$ cat config.mk
export PLATFORM = sky130hd
export DESIGN_NAME = cim_row_driver
export DESIGN_NICKNAME = d
export VERILOG_FILES = /design/src/rtl/cim_pkg.sv /design/src/rtl/cim_wl_decoder.sv /design/src/rtl/cim_row_driver.sv
export SDC_FILE = /design/constraint.sdc
export NUM_CORES = 1
export LEC_CHECK = 0
export CAP_MARGIN = 20
export CORE_MARGIN = 2
export CORE_UTILIZATION = 45
export CTS_CLUSTER_DIAMETER = 60
export DETAILED_ROUTE_END_ITERATION = 10
export DONT_BUFFER_PORTS = 1
export PLACE_DENSITY = 0.7
export SYNTH_ARGS = -nofsm -noshare
export SYNTH_HDL_FRONTEND = slang
export SYNTH_SLANG_ARGS = --single-unit
$ cat constraint.sdc
create_clock -name CLK -period 2.05 [get_ports CLK]
set_clock_uncertainty 0.15 [all_clocks]
set_input_delay 0.205 -clock CLK [delete_from_list [all_inputs] [get_ports CLK]]
set_output_delay 0.205 -clock CLK [all_outputs]
set_load 0.01 [all_outputs]
$ cat src/rtl/cim_pkg.sv
// Shared types and constants for the CIM row driver.
package cim_pkg;

    typedef enum logic [2:0] {
        IDLE      = 3'd0,
        WR_SETUP  = 3'd1,
        WR_STROBE = 3'd2,
        COMPUTE   = 3'd3,
        DONE      = 3'd4
    } state_t;

    localparam logic [1:0] OP_WRITE = 2'b00;
    localparam logic [1:0] OP_CHAIN = 2'b01;
    localparam logic [1:0] OP_LOCAL = 2'b10;
    localparam logic [1:0] OP_RSVD  = 2'b11;

endpackage

$ cat src/rtl/cim_wl_decoder.sv
// One-hot word-line decoder; an out-of-range row index yields all zeros.
module cim_wl_decoder #(
    parameter int ROWS = 4,
    parameter int RW   = $clog2(ROWS)
) (
    input  logic [RW-1:0]   row,
    input  logic            en,
    output logic [ROWS-1:0] wl
);

    // Raise the single bit matching the row index when enabled.
    always_comb begin
        wl = '0;
        for (int unsigned i = 0; i < ROWS; i++) begin
            if (en && (32'(row) == i)) begin
                wl[i] = 1'b1;
            end
        end
    end

endmodule

$ cat src/rtl/cim_row_driver.sv
// Command sequencer for a compute-in-memory array: row writes and
// settle-timed XNOR computes with a valid/ready result port.
module cim_row_driver
    import cim_pkg::*;
#(
    parameter int COLS   = 8,
    parameter int ROWS   = 4,
    parameter int SETTLE = 2
) (
    input  logic                     CLK,
    input  logic                     RST,
    input  logic                     CMD_VALID,
    output logic                     CMD_READY,
    input  logic [1:0]               CMD_OP,
    input  logic [$clog2(ROWS)-1:0]  CMD_ROW,
    input  logic [COLS-1:0]          CMD_DATA,
    output logic [ROWS-1:0]          WL,
    output logic [COLS-1:0]          BL,
    output logic                     WE,
    output logic                     CE,
    output logic                     SI0,
    input  logic [COLS-1:0]          RD_BITS,
    output logic                     RES_VALID,
    input  logic                     RES_READY,
    output logic [COLS-1:0]          RES_DATA,
    output logic                     ERR
);

    localparam int RW = $clog2(ROWS);
    localparam int CW = (SETTLE > 1) ? $clog2(SETTLE) : 1;

    state_t          state;
    logic [RW-1:0]   row_q;
    logic [CW-1:0]   cnt;
    logic [ROWS-1:0] wl_dec;

    cim_wl_decoder #(
        .ROWS (ROWS),
        .RW   (RW)
    ) u_wl_decoder (
        .row (row_q),
        .en  (state == WR_SETUP),
        .wl  (wl_dec)
    );

    // Ready is gated by reset so it drops the instant reset asserts and
    // rises as soon as reset is released.
    assign CMD_READY = (state == IDLE) && !RST;
    assign SI0       = 1'b0;

    // Sequencer FSM with registered array-side and result outputs.
    always_ff @(posedge CLK or posedge RST) begin
        if (RST) begin
            state     <= IDLE;
            row_q     <= '0;
            cnt       <= '0;
            WL        <= '0;
            BL        <= '0;
            WE        <= 1'b0;
            CE        <= 1'b0;
            ERR       <= 1'b0;
            RES_VALID <= 1'b0;
            RES_DATA  <= '0;
        end else begin
            ERR <= 1'b0;
            case (state)
                IDLE: begin
                    if (CMD_VALID) begin
                        row_q <= CMD_ROW;
                        cnt   <= '0;
                        case (CMD_OP)
                            OP_WRITE: begin
                                state <= WR_SETUP;
                                BL    <= CMD_DATA;
                                ERR   <= !(32'(CMD_ROW) < 32'(ROWS));
                            end
                            OP_CHAIN, OP_LOCAL: begin
                                state <= COMPUTE;
                                BL    <= CMD_DATA;
                                WE    <= 1'b1;
                                CE    <= (CMD_OP == OP_CHAIN);
                            end
                            default: ERR <= 1'b1;
                        endcase
                    end
                end
                WR_SETUP: begin
                    // An out-of-range row decodes to zero: skip the strobe.
                    if (wl_dec != '0) begin
                        WL    <= wl_dec;
                        state <= WR_STROBE;
                    end else begin
                        BL    <= '0;
                        state <= IDLE;
                    end
                end
                WR_STROBE: begin
                    WL    <= '0;
                    BL    <= '0;
                    state <= IDLE;
                end
                COMPUTE: begin
                    if (cnt == CW'(SETTLE - 1)) begin
                        RES_DATA  <= RD_BITS;
                        RES_VALID <= 1'b1;
                        BL        <= '0;
                        WE        <= 1'b0;
                        CE        <= 1'b0;
                        state     <= DONE;
                    end else begin
                        cnt <= cnt + 1'b1;
                    end
                end
                DONE: begin
                    if (RES_READY) begin
                        RES_VALID <= 1'b0;
                        state     <= IDLE;
                    end
                end
                default: state <= IDLE;
            endcase
        end
    end

endmodule

==> summary.md <==
| Metric | Value |
|---|---|
| Vias/cell | between 5 and 6 |
| Most common cell after layout, fill and taps aside | dfrtp_1 |
| Num ports | 50 |
| H-Tree Depth | 2 |
| GRT Overall Usage | 18.5% |
| CTS tree | done |
| Most frequent cells in the layout | 30 x dfrtp_1, 20 x dlygate4sd3_1, 19 x nand2_1 |
| Die Area | 3580 um2 |
| Fraction of registers with async set/reset | 100% |
| Hpwl dp | about 2 mm |
| Net Count, Synth | roughly 150 |
| Starting Density | between 40% and 50% |
| Worst-path fanout max | 14 |
| Warnings from Yosys | 0 |
| Register area share after synthesis | a little over half |
| Min-Delay Path Class | in2reg |
| CTS Buf Count | 5 |
| DP Worst Slack | ~0.38 ns |
| CP startpoint | state[0] |
| Chip height | around 60 um |
| Critical path depth | 1 |
| Share of cells above drive strength 1 | 15.1% |
| Max Freq | 540 MHz |
| Ant. Diodes | 0 |
| Initial antenna violation count | 0 |
| Synthesized area | ~1400 um2 |
| R2R depth | 3 |
| Worst-path clk slew | approximately 0.090 ns |
| Root buffer cell | clkbuf_4 |
| Crit path DAT | about 1.5 ns |
| Worst slew pin tran | between 0.5 and 0.6 ns |
| Max-slew headroom | between 60% and 70% |
| Crit-path cells | nor4_1 |
| Nets@finish | 178 |
| Post-CTS Setup Inserts | 0 |
| Fin. Hold Viols | 0 |
| Placed Cells incl. Taps | 157 |
| Reg2reg end | BL[1] |
| Post-Synthesis Cells | 127 |
| WL final | between 2 and 3 mm |
| Kind of critical path | reg2out |
| Buf/Inv on CP | 0 |
| Global-route wire length before repair | between 4 and 5 mm |
| Worst EP required | ~1.7 ns |
| Rows | 20 |
| FF-to-FF Start | state[0] |
| Core area | about 3000 um2 |
| Final WS setup | around 0.2 ns |
| Longest Clk Path Bufs | 2 |
| Antenna viol nets, final | 0 |
| Worst VDD drop | approximately 0.53 mV |
| Status | completed |
| Post-layout util | 56.3% |
| CP peak stage delay | 0.61 ns |
| Worst-skew pair later-pin latency | between 0.3 and 0.4 ns |
| Fin crit period | ~1.9 ns |
| Setup crit end | CMD_READY |
| # fillers | 267 |
| TNS Setup | 0 ns |
| RSZ-0062 raised after global routing | no |
| Post-Layout Cell Count | 185 |
| Cell variety after synth | 28 |
| TritonRoute pass-1 iters | 4 |
| Worst Setup Start Kind | flip-flop |
| #FFs+latches synth | 30 |
| CP endpoint kind | output port |
| Power Density | around 1300 nW/um2 |
| Slew Limit Fails | 0 |
| WL/cell | around 15 um |
| Final estimated routing congestion in global placement | roughly 0.80 |
| Slowest CP cell | nor4_1 |
| Mean post-synth cell area | 11.1 um2 |
| Area Growth Syn to Fin | 20.3% |
| Post-synth EDFFs | 0 |
| Final setup fails | 0 |
| Reg-to-reg setup timing slack | 0.37 ns |
| DRT iter0 DRCs | 53 |
| Period utilization | about 90% |
| Pleak | 0.794 nW |
| Via count | 993 |
| Top delay family on crit path | simple AND/OR/NAND/NOR gates |
| Remaining DRCs | 0 |
| Vias in the first global route | 1124 |
| Top FF cell, synth | dfrtp_1 |
| Congestion Overflow GR | 0 |
| Count of buffers from port buffering | 0 |
| Chip width | 59.9 um |
| TritonCTS Sinks | 30 |
| Largest net degree at the start of global routing | 20 |
| Hold_sp | CMD_VALID |
| Max-cap violations | 0 |
==> layer usage <==
| metal | GRT usage (%) | vias up | wire length (um) | share of wire (%) |
|---|---|---|---|---|
| li1 | - | 472 | - | - |
| met1 | 21.4 | 472 | 1140 | 40 |
| met2 | 30.9 | 42 | 1430 | 50 |
| met3 | 6.71 | 7 | 217 | 7.6 |
| met4 | 7.62 | 0 | 52 | 1.8 |
| met5 | 0 | - | 0 | 0 |
==> power by group <==
group / switching [mW] / total (mW) / internal [mW]
clock: 0.199 / 0.365 / 0.166
sequential: 0.350 / 1.19 / 0.841
combinational: 0.349 / 0.699 / 0.350
==> how the worst min path moves through the flow <==
stage / end / slack, ns / cells past startpoint
2_1_floorplan: state[2] / 0.14 / 1
3_3_place_gp: ERR / -0.04 / 1
3_5_place_dp: BL[0] / -0.02 / 1
4_1_cts: state[1] / 0.01 / 3
5_1_grt: state[1] / 0.008 / 3
6_report: row_q[0] / 0.02 / 3
==> layout make-up <==
type,count,area [um2],share of cell area (%)
clock buffer,7,55.1,3.26
clock inverter,1,5.00,0.296
inverter,16,60.1,3.56
multi-input combinational,75,554,32.8
sequential,30,751,44.4
tap,33,41.3,2.44
timing repair buffer,23,223,13.2
==> state kept, by name (all words and copies together) (netlist names) <==
signal and flops:
WL 4, CE 1, RES_VALID 1, WE 1, cnt 1, RES_DATA 8
row_q 2, BL 8, state 3, ERR 1
==> cells by family after synthesis <==
kind of cell	Yosys count	share of synthesized area (%)
AOI/OAI and AO/OA	21	10.5
adders and majority gates	3	2.67
buffers and inverters	22	7.04
DFF	30	53.5
muxes	17	12.8
other	1	0.267
and+or+nand+nor	33	13.2
==> through the flow <==
stage,hold WS [ns],total power [mW],instance area [um2]
detailed placement,-0.0206,1.87,1430
floorplan,0.139,1.72,1400
global placement,-0.0436,1.82,1430
global route,0.00789,2.44,1690
finish,0.0214,2.26,1690
CTS,0.0137,2.27,1690
==> what timing repair did <==
item,4_1_cts,5_1_grt
hold buffers,20,0
hold endpoints to repair,31,0
gates resized for setup,0,0
==> synthesized netlist by cell type (3+ instances only) <==
| cell | n | area share (%) |
|---|---|---|
| buf_4 | 4 | 2.1 |
| ha_1 | 3 | 2.7 |
| a21oi_1 | 4 | 1.4 |
| a32oi_1 | 4 | 2.5 |
| o21ai_0 | 8 | 2.9 |
| dfrtp_1 | 30 | 53 |
| inv_1 | 16 | 4.3 |
| mux2_2 | 8 | 6.4 |
| nor2_1 | 5 | 1.3 |
| mux2i_1 | 9 | 6.4 |
| nand2_1 | 19 | 5.1 |
Power figures use the tool's default switching activity.
